[config.mk]
export PLATFORM = sky130hd
export DESIGN_NAME = output_uart
export DESIGN_NICKNAME = d
export VERILOG_FILES = /design/src/rtl/output_uart_pkg.sv /design/src/rtl/output_uart_byte_fifo.sv /design/src/rtl/output_uart.sv
export SDC_FILE = /design/constraint.sdc
export NUM_CORES = 1
export LEC_CHECK = 0
export BUFFER_PORTS_ARGS = -buffer_cell sky130_fd_sc_hd__buf_2
export CAP_MARGIN = 20
export CELL_PAD_IN_SITES_DETAIL_PLACEMENT = 0
export CELL_PAD_IN_SITES_GLOBAL_PLACEMENT = 1
export CORE_MARGIN = 4
export CORE_UTILIZATION = 45
export DETAILED_ROUTE_END_ITERATION = 16
export PLACE_DENSITY_LB_ADDON = 0.1
export SYNTH_ARGS = -nofsm -noshare
export SYNTH_HDL_FRONTEND = slang
export SYNTH_SLANG_ARGS = --single-unit
[constraint.sdc]
create_clock -name clk -period 4.5 [get_ports clk]
set_input_delay 0.225 -clock clk [delete_from_list [all_inputs] [get_ports clk]]
set_output_delay 0.225 -clock clk [all_outputs]
set_load 0.1 [all_outputs]
[src/rtl/output_uart_pkg.sv]
// Shared definitions for the serial output stage: FSM encoding and default sizing.
package output_uart_pkg;

    // UART transmitter states (2-bit encoding)
    typedef enum logic [1:0] {
        ST_IDLE  = 2'd0,
        ST_START = 2'd1,
        ST_DATA  = 2'd2,
        ST_STOP  = 2'd3
    } uart_state_e;

    localparam int DEFAULT_CLKS_PER_BIT = 16;
    localparam int DEFAULT_FIFO_DEPTH   = 4;
    localparam int DATA_BITS            = 8;

    // Index of the last data bit of a frame
    localparam logic [2:0] LAST_BIT_IDX = 3'd7;

endpackage

[src/rtl/output_uart_byte_fifo.sv]
// Small first-word-fall-through byte FIFO with a registered occupancy count.
// A push on a full FIFO is accepted only when a pop happens on the same edge.
module output_uart_byte_fifo
    import output_uart_pkg::*;
#(
    parameter  int DEPTH = DEFAULT_FIFO_DEPTH,
    localparam int PW    = $clog2(DEPTH),
    localparam int LW    = PW + 1
) (
    input  logic                 clk,
    input  logic                 rst_n,
    input  logic                 push_i,
    input  logic                 pop_i,
    input  logic [DATA_BITS-1:0] din_i,
    output logic [DATA_BITS-1:0] dout_o,
    output logic [LW-1:0]        level_o,
    output logic                 full_o,
    output logic                 empty_o
);

    localparam logic [LW-1:0] DEPTH_L   = LW'(DEPTH);
    localparam logic [LW-1:0] LEVEL_ONE = LW'(1);
    localparam logic [PW-1:0] PTR_ONE   = PW'(1);

    logic [DATA_BITS-1:0] mem_q [DEPTH];
    logic [PW-1:0]        wr_ptr_q;
    logic [PW-1:0]        rd_ptr_q;
    logic [LW-1:0]        count_q;
    logic [LW-1:0]        count_d;
    logic                 push_ok_s;
    logic                 pop_ok_s;

    assign full_o    = (count_q == DEPTH_L);
    assign empty_o   = (count_q == {LW{1'b0}});
    assign level_o   = count_q;
    assign dout_o    = mem_q[rd_ptr_q];
    assign pop_ok_s  = pop_i & ~empty_o;
    assign push_ok_s = push_i & (~full_o | pop_ok_s);

    // Next occupancy: simultaneous push and pop leaves the count unchanged
    always_comb begin
        count_d = count_q;
        case ({push_ok_s, pop_ok_s})
            2'b10:   count_d = count_q + LEVEL_ONE;
            2'b01:   count_d = count_q - LEVEL_ONE;
            default: count_d = count_q;
        endcase
    end

    // Storage, wrapping pointers and occupancy register
    always_ff @(posedge clk or negedge rst_n) begin
        if (!rst_n) begin
            for (int i = 0; i < DEPTH; i++) begin
                mem_q[i] <= {DATA_BITS{1'b0}};
            end
            wr_ptr_q <= {PW{1'b0}};
            rd_ptr_q <= {PW{1'b0}};
            count_q  <= {LW{1'b0}};
        end else begin
            if (push_ok_s) begin
                mem_q[wr_ptr_q] <= din_i;
                wr_ptr_q        <= wr_ptr_q + PTR_ONE;
            end
            if (pop_ok_s) begin
                rd_ptr_q <= rd_ptr_q + PTR_ONE;
            end
            count_q <= count_d;
        end
    end

endmodule

[src/rtl/output_uart.sv]
// Serial console output stage: queues bytes strobed by doOut and sends them 8N1,
// LSB first, on a registered tx line. A full FIFO drops the byte and sets a sticky flag.
module output_uart
    import output_uart_pkg::*;
#(
    parameter  int CLKS_PER_BIT = DEFAULT_CLKS_PER_BIT,
    parameter  int FIFO_DEPTH   = DEFAULT_FIFO_DEPTH,
    localparam int LW           = $clog2(FIFO_DEPTH) + 1
) (
    input  logic          clk,
    input  logic          reset_n,
    input  logic          doOut,
    input  logic [7:0]    dbus,
    output logic          tx,
    output logic          busy,
    output logic          full,
    output logic          overflow,
    output logic [LW-1:0] level
);

    localparam int            TW        = $clog2(CLKS_PER_BIT);
    localparam logic [TW-1:0] TIMER_MAX = TW'(CLKS_PER_BIT - 1);
    localparam logic [TW-1:0] TIMER_ONE = TW'(1);

    uart_state_e   state_q;
    logic [TW-1:0] timer_q;
    logic [2:0]    idx_q;
    logic [7:0]    shift_q;
    logic          tx_q;
    logic          overflow_q;

    logic          timer_zero_s;
    logic          pop_s;
    logic          drop_s;
    logic          fifo_empty_s;
    logic          fifo_full_s;
    logic [7:0]    fifo_head_s;
    logic [LW-1:0] fifo_level_s;

    output_uart_byte_fifo #(
        .DEPTH (FIFO_DEPTH)
    ) u_byte_fifo (
        .clk     (clk),
        .rst_n   (reset_n),
        .push_i  (doOut),
        .pop_i   (pop_s),
        .din_i   (dbus),
        .dout_o  (fifo_head_s),
        .level_o (fifo_level_s),
        .full_o  (fifo_full_s),
        .empty_o (fifo_empty_s)
    );

    assign timer_zero_s = (timer_q == {TW{1'b0}});
    assign drop_s       = doOut & fifo_full_s & ~pop_s;

    // Pop the head when starting a frame from idle or chaining straight out of a stop bit
    always_comb begin
        pop_s = 1'b0;
        case (state_q)
            ST_IDLE: pop_s = ~fifo_empty_s;
            ST_STOP: pop_s = timer_zero_s & ~fifo_empty_s;
            default: pop_s = 1'b0;
        endcase
    end

    // Transmit FSM with bit timer, bit index, shift register and registered tx
    always_ff @(posedge clk or negedge reset_n) begin
        if (!reset_n) begin
            state_q <= ST_IDLE;
            timer_q <= {TW{1'b0}};
            idx_q   <= 3'd0;
            shift_q <= 8'h00;
            tx_q    <= 1'b1;
        end else begin
            case (state_q)
                ST_IDLE: begin
                    tx_q <= 1'b1;
                    if (!fifo_empty_s) begin
                        shift_q <= fifo_head_s;
                        tx_q    <= 1'b0;
                        timer_q <= TIMER_MAX;
                        state_q <= ST_START;
                    end
                end
                ST_START: begin
                    if (timer_zero_s) begin
                        tx_q    <= shift_q[0];
                        idx_q   <= 3'd0;
                        timer_q <= TIMER_MAX;
                        state_q <= ST_DATA;
                    end else begin
                        timer_q <= timer_q - TIMER_ONE;
                    end
                end
                ST_DATA: begin
                    if (timer_zero_s) begin
                        timer_q <= TIMER_MAX;
                        if (idx_q == LAST_BIT_IDX) begin
                            tx_q    <= 1'b1;
                            state_q <= ST_STOP;
                        end else begin
                            shift_q <= {1'b0, shift_q[7:1]};
                            tx_q    <= shift_q[1];
                            idx_q   <= idx_q + 3'd1;
                        end
                    end else begin
                        timer_q <= timer_q - TIMER_ONE;
                    end
                end
                ST_STOP: begin
                    if (timer_zero_s) begin
                        if (!fifo_empty_s) begin
                            shift_q <= fifo_head_s;
                            tx_q    <= 1'b0;
                            timer_q <= TIMER_MAX;
                            state_q <= ST_START;
                        end else begin
                            tx_q    <= 1'b1;
                            state_q <= ST_IDLE;
                        end
                    end else begin
                        timer_q <= timer_q - TIMER_ONE;
                    end
                end
                default: begin
                    tx_q    <= 1'b1;
                    state_q <= ST_IDLE;
                end
            endcase
        end
    end

    // Sticky overflow: set when a strobed byte cannot be queued
    always_ff @(posedge clk or negedge reset_n) begin
        if (!reset_n) begin
            overflow_q <= 1'b0;
        end else if (drop_s) begin
            overflow_q <= 1'b1;
        end else begin
            overflow_q <= overflow_q;
        end
    end

    assign tx       = tx_q;
    assign overflow = overflow_q;
    assign full     = fifo_full_s;
    assign level    = fifo_level_s;
    assign busy     = (state_q != ST_IDLE) | ~fifo_empty_s;

endmodule

* Word level (Yosys, flattened, before mapping) *
Cells that the tools add are included.

word-level totals
  register bits = 58
  input port bits = 11
  output and inout port bits = 7
  logic and storage cells = 94

operators by class
  $add $sub $neg = 6
  order comparisons = 3
  equality and inequality tests = 13
  mux-type cells = 34
  bitwise logic cells = 12
  reductions and logical operators = 13

operator list
  cell                                                              count
  8-bit two-way mux                                                 7
  32-bit bitwise mux                                                1
  8-bit case mux with 3 select lines                                1
  8-bit binary-select mux with 2-bit select                         1
  8-bit demux with 2-bit select                                     1
  4-bit two-way mux                                                 3
  2-bit != test (second input constant)                             6
  3-bit case mux with 2 select lines                                2
  4-bit case mux with 3 select lines                                1
  2-bit two-way mux                                                 5
  3-bit two-way mux                                                 3
  2-bit case mux with 4 select lines                                1
  4-bit AND reduction                                               2
  3-bit by 1-bit adder with 3-bit output (second input constant)    2
  2-bit == test (second input constant)                             3
  3-bit == test (second input constant)                             2
  3-bit >= comparator (second input constant)                       2
  1-bit two-way mux                                                 6
  2-bit NOT with 3-bit output                                       2
  2-bit nonzero test                                                3
  1-bit bitwise AND                                                 5
  5-bit AND reduction                                               1
  2-bit by 1-bit adder with 2-bit output (second input constant)    2
  2-bit by 1-bit == test with 1-bit output (second input constant)  2
  other kinds (14)                                                  17

* Logic depth before layout (Yosys ltp) *
Gate-level depths: netlist (run 1).

  depth in word-level cells = 9
  mapped depth = 12
  gate-level depth less buffers = 12

* By module *
Synthesis (run 1) repeated with hierarchy kept, for this count alone.

unflattened totals
  cells, all modules = 243
  area, all modules = 2954.1 um2

modules (own cells, without submodules)
  module                 times used  cells each  area each (um2)  seq. area each (um2)
  output_uart_byte_fifo  1           115         1801.7           975.9
  output_uart            1           128         1152.4           476.7

* Worst setup path before layout (run 1) *
Ideal clock, no wire load.

  path type = flip-flop to flip-flop
  start point = reg u_byte_fifo.count_q[2], in the netlist u_byte_fifo.level_o[2]
  end point = reg u_byte_fifo.count_q[2], in the netlist u_byte_fifo.level_o[2]
  setup time = 164 ps
  data arrival time = 5091 ps
  required time = 4336 ps
  slack = -755 ps
  cell stages (with the launch flop) = 10
  path buffers = 0
  period minus slack after synthesis = 5255 ps
  path through = dfrtp_1 nor3b_1 a221oi_4 inv_1 ha_1 inv_1 fa_1 xor2_1 nor2_1 xor2_1

between the ends
  elaborated cells on any way between the ends = 15
  those cells by class = add/sub: 2; eq/ne: 3; mux: 2; bitwise: 6; reduce/logical: 2

RTL lines
  what                                                                       RTL line                     RTL
  from (decl)                                                                output_uart_byte_fifo.sv:28  logic [LW-1:0] count_q;
  from (signal assigned)                                                     output_uart_byte_fifo.sv:58  count_q <= {LW{1'b0}};
  from (signal assigned)                                                     output_uart_byte_fifo.sv:67  count_q <= count_d;
  3-bit == test (*)                                                          output_uart_byte_fifo.sv:33  assign full_o = (count_q == DEPTH_L);
  named net full                                                             output_uart.sv:16            output logic full,
  1-bit NOT (*)                                                              output_uart_byte_fifo.sv:38  assign push_ok_s = push_i & (~full_o | pop_ok_s);
  1-bit OR (*)                                                               output_uart_byte_fifo.sv:38
  1-bit bitwise AND (*)                                                      output_uart_byte_fifo.sv:38
  2-bit by 1-bit == test with 1-bit output or 2-bit == test (tied branches)  output_uart_byte_fifo.sv:43  case ({push_ok_s, pop_ok_s})
  3-bit case mux with 2 select lines or 2-bit nonzero test (tied branches)   n/a

The timed path passes the listed nets; every way through them passes the cells marked *.
A chain may end at the register's enable or synchronous reset.

* Final worst setup path (run 1) *
  start point = reg timer_q[0]
  end point = reg u_byte_fifo.count_q[2], in the netlist u_byte_fifo.level_o[2]

between the ends
  longest elaborated chain between the ends = 8
  elaborated cells on any way between the ends = 10
  those cells by class = eq/ne: 2; mux: 2; bitwise: 4; reduce/logical: 2

ends and longest elaborated chain
  what                                                                       RTL line                     RTL
  from (decl)                                                                output_uart.sv:26            logic [TW-1:0] timer_q;
  from (signal assigned)                                                     output_uart.sv:71            timer_q <= {TW{1'b0}};
  from (signal assigned)                                                     output_uart.sv:93            timer_q <= timer_q - TIMER_ONE;
  from (signal assigned)                                                     output_uart.sv:108           timer_q <= timer_q - TIMER_ONE;
  4-bit zero test (*)                                                        output_uart.sv:54            assign timer_zero_s = (timer_q == {TW{1'b0}});
  1-bit bitwise AND (*)                                                      output_uart.sv:62            ST_STOP: pop_s = timer_zero_s & ~fifo_empty_s;
  1-bit case mux with 2 select lines (*)                                     output_uart.sv:60            case (state_q)
  1-bit bitwise AND (*)                                                      output_uart_byte_fifo.sv:37  assign pop_ok_s = pop_i & ~empty_o;
  1-bit OR                                                                   output_uart_byte_fifo.sv:38
  1-bit bitwise AND                                                          output_uart_byte_fifo.sv:38
  2-bit by 1-bit == test with 1-bit output or 2-bit == test (tied branches)  output_uart_byte_fifo.sv:43
  3-bit case mux with 2 select lines or 2-bit nonzero test (tied branches)   n/a

Mark *: on every way between the ends. The rest lies on a longest branch, timed or not.

==> impl_metrics.tcl, run 1 <==
set metrics [dict create \
    swShare 0.3984 \
    p_int_uw 1769 \
    p_leak_uw 0.001516 \
    routed_wl_mm 5.424 \
    slew_headroom 0.5111 \
    period_needed_ns 2.594 \
    powerDensity_mw_per_mm2 878.9 \
    ys_types 43 \
    p_seq_frac 0.345 \
    avgSynthCellArea_um2 13.45 \
    vias 1787 \
    fin_util 0.5237 \
    grt_max_degree 59 \
    cts_root_buffer "clkbuf_8" \
    clkPwrFrac 0.158 \
    syn2layout_area_growth_pct 12.03 \
    grt_pass1_vias 1799 \
    r2r_slack_ns 1.91 \
    finalClockSkew_ns 0.01164 \
    worstSetupStartpointType "flip-flop" \
    outcome "completed" \
    tightestPinTransition_ns 0.7333 \
    port-buffer-count 17 \
    h-tree-depth 3 \
    wire_per_inst_um 16.54 \
    crit_type "flip-flop to flip-flop" \
    ant_nets 0 \
    core_area_mm2 0.006386 \
    dpl.hpwl_mm 3.707 \
    crit_path_end_kind "flip-flop" \
    max_cap_violations 0 \
    viasPerCell 5.448 \
    syn_area_mm2 0.002985 \
    ctsResizeCount 0 \
    grt_remaining_overflow 0 \
    synth_nets 248 \
    grtUsageTotal 0.1581 \
    required_ns 4.72 \
    clk_path_buf_depth 2 \
    cp_max_fo 8 \
    grt_pass1_wl_mm 9.411 \
    io_pins 18 \
    r2r_end "u_byte_fifo.level_o[2]" \
    fin_cells 328 \
    drc 0 \
    setup_viol 0 \
    irDropWorstVdd_uv 452.8 \
    antenna_found_initial 0 \
    rsz0062_at_grt "false" \
    rows 29 \
    place.gp.congestion 0.7932 \
    fin_crit_sh 0.5764 \
    hold_violations 0 \
    tns_ns 0 \
    ys_ff_latch 58 \
    die_x_um 89.45 \
    dp_cells 312 \
    die_area_mm2 0.008001 \
    slew_viol_final 0 \
    seq_area_frac_synth 0.4866 \
    post_cts_buffers 0 \
    antennaDiodeCount 0 \
    clk_pin_slew_ns 0.08 \
    worstSkewPairLatency_ns 0.33 \
    cp_data_arrival_time_ns 2.81 \
    hold_buffers 0 \
    hold_path_class "input pin to async pin" \
    r2r_cells 11 \
    synthCells 222 \
    switchingPower_uw 1171 \
    finalNetCount 272 \
    clock-sinks 58 \
    r2r_start "timer_q[0]" \
    drt_pass1_iterations 4 \
    pwr-share-comb 0.498 \
    drt-initial-drc-count 72 \
    fp.dieH_um 89.45 \
    start_util 0.4675 \
    drive_above_1_share 0.4104 \
    cts-buffers-inserted 9 \
    fmax_mhz 385.5 \
    yosysWarnings 0 \
    tritoncts "done" \
    total_power_uw 2940 \
]
worst max path at each step:
stage	start	to	slack, ns	cells past startpoint
finish	timer_q[0]	u_byte_fifo.level_o[2]	1.91	11
CTS	timer_q[0]	u_byte_fifo.level_o[2]	1.90	11
global placement	state_q[0]	u_byte_fifo.level_o[2]	1.95	10
detailed placement	state_q[0]	u_byte_fifo.level_o[2]	1.89	10
global route	state_q[0]	u_byte_fifo.level_o[2]	1.69	11
floorplan	u_byte_fifo.level_o[2]	u_byte_fifo.level_o[2]	0.49	9
routing by layer:
layer,global-route usage,wire length [µm],up-vias
met3,0.02488,125,8
met5,0,0,-
met1,0.2307,2802,896
met2,0.2311,2409,18
li1,-,-,865
met4,0.07307,87,0
cell usage in the layout (no fill, tap or decap), types with 2 or more instances in the layout:
master    synthesis  final
mux2i_1           3      3
nor3_1            5      5
inv_1            15     15
a21oi_1           3      3
nand2_4           4      4
a221oi_1          2      2
clkinv_2          0      4
xnor2_1           4      4
ha_1             14     14
a31oi_1           2      2
o22ai_1           3      3
mux2_2           48     48
nand2_1           5      5
o21ai_0           6      6
nor2_1            8      8
a22o_1            5      5
buf_2             1     17
xor2_1            2      2
dfrtp_1          57     57
clkbuf_8          0      9
mux4_2            8      8
logic make-up (layout without fill, tap and decap cells):
| logic type | Yosys count | count (layout) | share of synthesized area |
|---|---|---|---|
| muxes | 59 | 59 | 0.2515 |
| DFF | 58 | 58 | 0.4866 |
| and+or+nand+nor | 34 | 34 | 0.07125 |
| AOI/OAI and AO/OA | 30 | 30 | 0.08215 |
| buffers and inverters | 20 | 49 | 0.02556 |
| adders and majority gates | 15 | 15 | 0.06538 |
| xor gates and xnor gates | 6 | 6 | 0.01760 |
synthesized netlist by cell type, drive strengths merged:
| cell | number | area share |
|---|---|---|
| fa | 1 | 0.0067 |
| nor2 | 8 | 0.010 |
| or2b | 1 | 0.0025 |
| a31o | 1 | 0.0029 |
| or3b | 1 | 0.0038 |
| nor4b | 1 | 0.0029 |
| or3 | 1 | 0.0021 |
| nor2b | 1 | 0.0021 |
| mux2i | 3 | 0.010 |
| nand2 | 9 | 0.021 |
| inv | 15 | 0.019 |
| xor2 | 2 | 0.0059 |
| xnor2 | 4 | 0.012 |
| o21ai | 6 | 0.010 |
| a221oi | 3 | 0.015 |
| a21oi | 3 | 0.0050 |
| buf | 2 | 0.0029 |
| dfstp | 1 | 0.0088 |
| clkbuf | 3 | 0.0038 |
| o22ai | 3 | 0.0063 |
| ha | 14 | 0.059 |
| o21ba | 1 | 0.0034 |
| or4b | 1 | 0.0034 |
| mux4 | 8 | 0.060 |
| nand4bb | 1 | 0.0038 |
| mux2 | 48 | 0.18 |
| a2111oi | 1 | 0.0050 |
| a21o | 1 | 0.0025 |
| a31oi | 3 | 0.0084 |
| nor3 | 5 | 0.0084 |
| nor3b | 2 | 0.0050 |
| o211a | 1 | 0.0034 |
| a22o | 5 | 0.015 |
| and3 | 1 | 0.0021 |
| dfrtp | 57 | 0.48 |
| nand2b | 1 | 0.0021 |
| nand3 | 1 | 0.0017 |
| a211o | 1 | 0.0034 |
| a22oi | 1 | 0.0025 |
registers in the layout, indices dropped and copies added, names as in the netlist:
signal	flops
idx_q	3
overflow	1
shift_q	8
state_q	2
timer_q	4
tx	1
u_byte_fifo.level_o	3
u_byte_fifo.mem_q	32
u_byte_fifo.rd_ptr_q	2
u_byte_fifo.wr_ptr_q	2
cell type report:
| type | instances | area [µm²] |
|---|---|---|
| multi-input cells | 144 | 1461 |
| clock buffers | 10 | 127.6 |
| clock inverters | 6 | 57.56 |
| well taps | 77 | 96.34 |
| flip-flops and latches | 58 | 1453 |
| inverters | 15 | 56.30 |
| repair buffers | 18 | 92.59 |
| fillers | 567 | 3042 |
critical path, stage by stage, from the launching register on:
cell and delay, ns:
dfrtp_1 0.42, inv_1 0.12, ha_1 0.21, nand4bb_1 0.20, a221oi_4 0.62, inv_1 0.10
ha_1 0.22, inv_1 0.07, fa_1 0.17, xor2_1 0.15, nor2_1 0.06, xor2_1 0.14
per-stage QoR:
step / worst slack [ns] / area, µm² / hold WS, ns
after global placement: 1.947 / 3159 / 0.4302
after detailed placement: 1.895 / 3159 / 0.4257
after global routing: 1.691 / 3344 / 0.09355
after CTS: 1.900 / 3344 / 0.06629
after floorplan: 0.4922 / 2990 / -0.07059
final: 1.906 / 3344 / 0.01290
power by group through the flow:
stage	combinational, µW	clock [µW]	sequential [µW]
2_1_floorplan	1120	0	1090
3_3_place_gp	1470	0	1010
5_1_grt	1610	496	1060
6_report	1460	464	1010
4_1_cts	1480	477	1020
3_5_place_dp	1470	0	1030
(Power assumes the default switching activity.)
==> run 2: changes to the inputs <==
Clock period 4.5 ns to 2.47 ns, I/O delays scaled along.
==> run 2 against run 1 <==
Effect of this change:
- core utilization grew 3.9 points
- maximum frequency grew 11%
- final cell count grew 2.7%
- combinational power grew 120%
- via count grew 7.3%
- wire length grew 14%
- sequential power grew 85%
- clock skew shrank 0.0057 ns
- hold slack gained 0.033 ns
- count of clock-buffer cells in the layout grew 2
- die area is the same
- cell area grew 7.5%
- critical endpoint unchanged
- largest power group unchanged
- highest routed layer unchanged
==> impl_metrics.tcl, run 2 (synthesized netlist as in run 1, its figures left out) <==
set metrics [dict create \
    final_cell_mix "53 x dfrtp_1, 32 x mux2_4, 17 x buf_2" \
    cp_max_fo 5 \
    cp_data_arrival_time_ns 2.59 \
    antennaDiodeCount 0 \
    fin_cells 337 \
    die_area_mm2 0.008001 \
    irDropWorstVdd_uv 710.2 \
    grtUsageTotal 0.1748 \
    fin_crit_sh 0.9465 \
    slew_viol_final 0 \
    grt_pass1_vias 2138 \
    grt_max_degree 41 \
    required_ns 2.72 \
    routed_wl_mm 6.192 \
    nFillCells 513 \
    crit_type "flip-flop to flip-flop" \
    viasPerCell 5.688 \
    drive_above_1_share 0.4731 \
    worstSkewPairLatency_ns 0.33 \
    vias 1917 \
    ant_nets 0 \
    core_area_mm2 0.006386 \
    wl_met1_mm 2.755 \
    tns_ns 0 \
    crit_path_end_kind "flip-flop" \
    tightestPinTransition_ns 0.9110 \
    tritoncts "done" \
    wl_met2_mm 3.157 \
    grt_remaining_overflow 0 \
    clk_path_buf_depth 2 \
    dr.max_layer_used "met4" \
    rows 29 \
    powerDensity_mw_per_mm2 1640 \
    drt_pass1_iterations 4 \
    dp_cells 319 \
    finalNetCount 282 \
    layout_commonest_cell "dfrtp_1" \
    port-buffer-count 17 \
    slew_headroom 0.3926 \
    cts_root_buffer "clkbuf_8" \
    io_pins 18 \
    fmax_mhz 427.8 \
    clock-sinks 58 \
    start_util 0.4675 \
    syn2layout_area_growth_pct 20.41 \
    clk_pin_slew_ns 0.06 \
    antenna_found_initial 0 \
    grt_pass1_wl_mm 10.49 \
    regMostFlops "u_byte_fifo.mem_q" \
    h-tree-depth 3 \
    max_cap_violations 0 \
    finalClockSkew_ns 0.005907 \
    drt-initial-drc-count 45 \
    wire_per_inst_um 18.37 \
    cts-buffers-inserted 9 \
    fp.dieH_um 89.45 \
    setup_viol 0 \
    dpl_cell_area_mm2 0.003362 \
    drc 0 \
    fin_area_mm2 0.003595 \
    routed-wl-met3_um 222 \
    largest_register_ffs 32 \
    period_needed_ns 2.338 \
    hold_violations 0 \
    die_x_um 89.45 \
    dpl.hpwl_mm 4.367 \
    place.gp.congestion 0.8392 \
    hold_path_class "input pin to flip-flop" \
    worstSetupStartpointType "flip-flop" \
    top_regs "u_byte_fifo.mem_q: 32 flops, shift_q: 8 flops, timer_q: 4 flops" \
    p_leak_uw 0.001724 \
    outcome "completed" \
]
==> run 2: path summary, 6_finish.rpt <==
check                            from                endpoint  slack (ns)  depth (start not counted)
max                        timer_q[0]  u_byte_fifo.level_o[2]        0.13                         12
max in group asynchronous     reset_n    u_byte_fifo.mem_q[4]        1.28                          3
min                             doOut                overflow        0.05                          2
max reg2reg                timer_q[0]  u_byte_fifo.level_o[2]        0.13                         12
min in group asynchronous     reset_n              timer_q[2]        0.47                          2
min reg2reg                  overflow                overflow        0.46                          1
==> run 2: power breakdown <==
part | leakage [µW] | total, µW | internal (µW) | switching, µW
Sequential | 0.000686 | 1870 | 1480 | 390
Combinational | 0.000935 | 3150 | 1620 | 1530
Clock | 0.000102 | 872 | 512 | 360
==> run 2: worst max-delay path, cell delays in order, from the launching register on <==
cell and delay (ns):
dfrtp_2 0.43, inv_1 0.11, ha_2 0.20, nand4bb_1 0.16, or2b_1 0.23, nand2_1 0.12
inv_2 0.09, ha_4 0.13, inv_2 0.04, fa_2 0.33, xor2_1 0.14, nor2_1 0.13
xor2_1 0.15
==> run 2: area by class of cell <==
class,count,area [µm²],area share
tap,77,96.34,0.02680
clock inverter,3,40.04,0.01114
multi-input combinational,144,1614,0.4490
sequential,58,1463,0.4069
timing repair buffer,28,170.2,0.04734
inverter,15,56.30,0.01566
clock buffer,12,155.1,0.04316
==> run 2: per-layer routing <==
metal / up-vias / GRT usage
met4: 0 / 0.05819
met3: 8 / 0.04700
li1: 884 / -
met1: 990 / 0.2130
met5: - / 0
met2: 35 / 0.3001
==> run 2: stage by stage <==
step	utilization	hold WS (ns)	total power, µW	setup WS (ns)
final	0.5629	0.04571	5894	0.1322
after global routing	0.5629	0.04779	6284	-0.04356
after CTS	0.5586	0.03256	5910	0.01165
after detailed placement	0.5265	0.3168	4999	0.03920
after global placement	0.5265	0.2806	4865	0.1475
after floorplan	-	-0.1721	4323	-0.5700
==> run 2: repair_timing <==
item / CTS / global route
hold buffers: 1 / 0
gates resized for setup: 0 / 5
hold endpoints to repair: 37 / 0
setup buffers: 0 / 2
endpoints found under the setup margin: 0 / 2
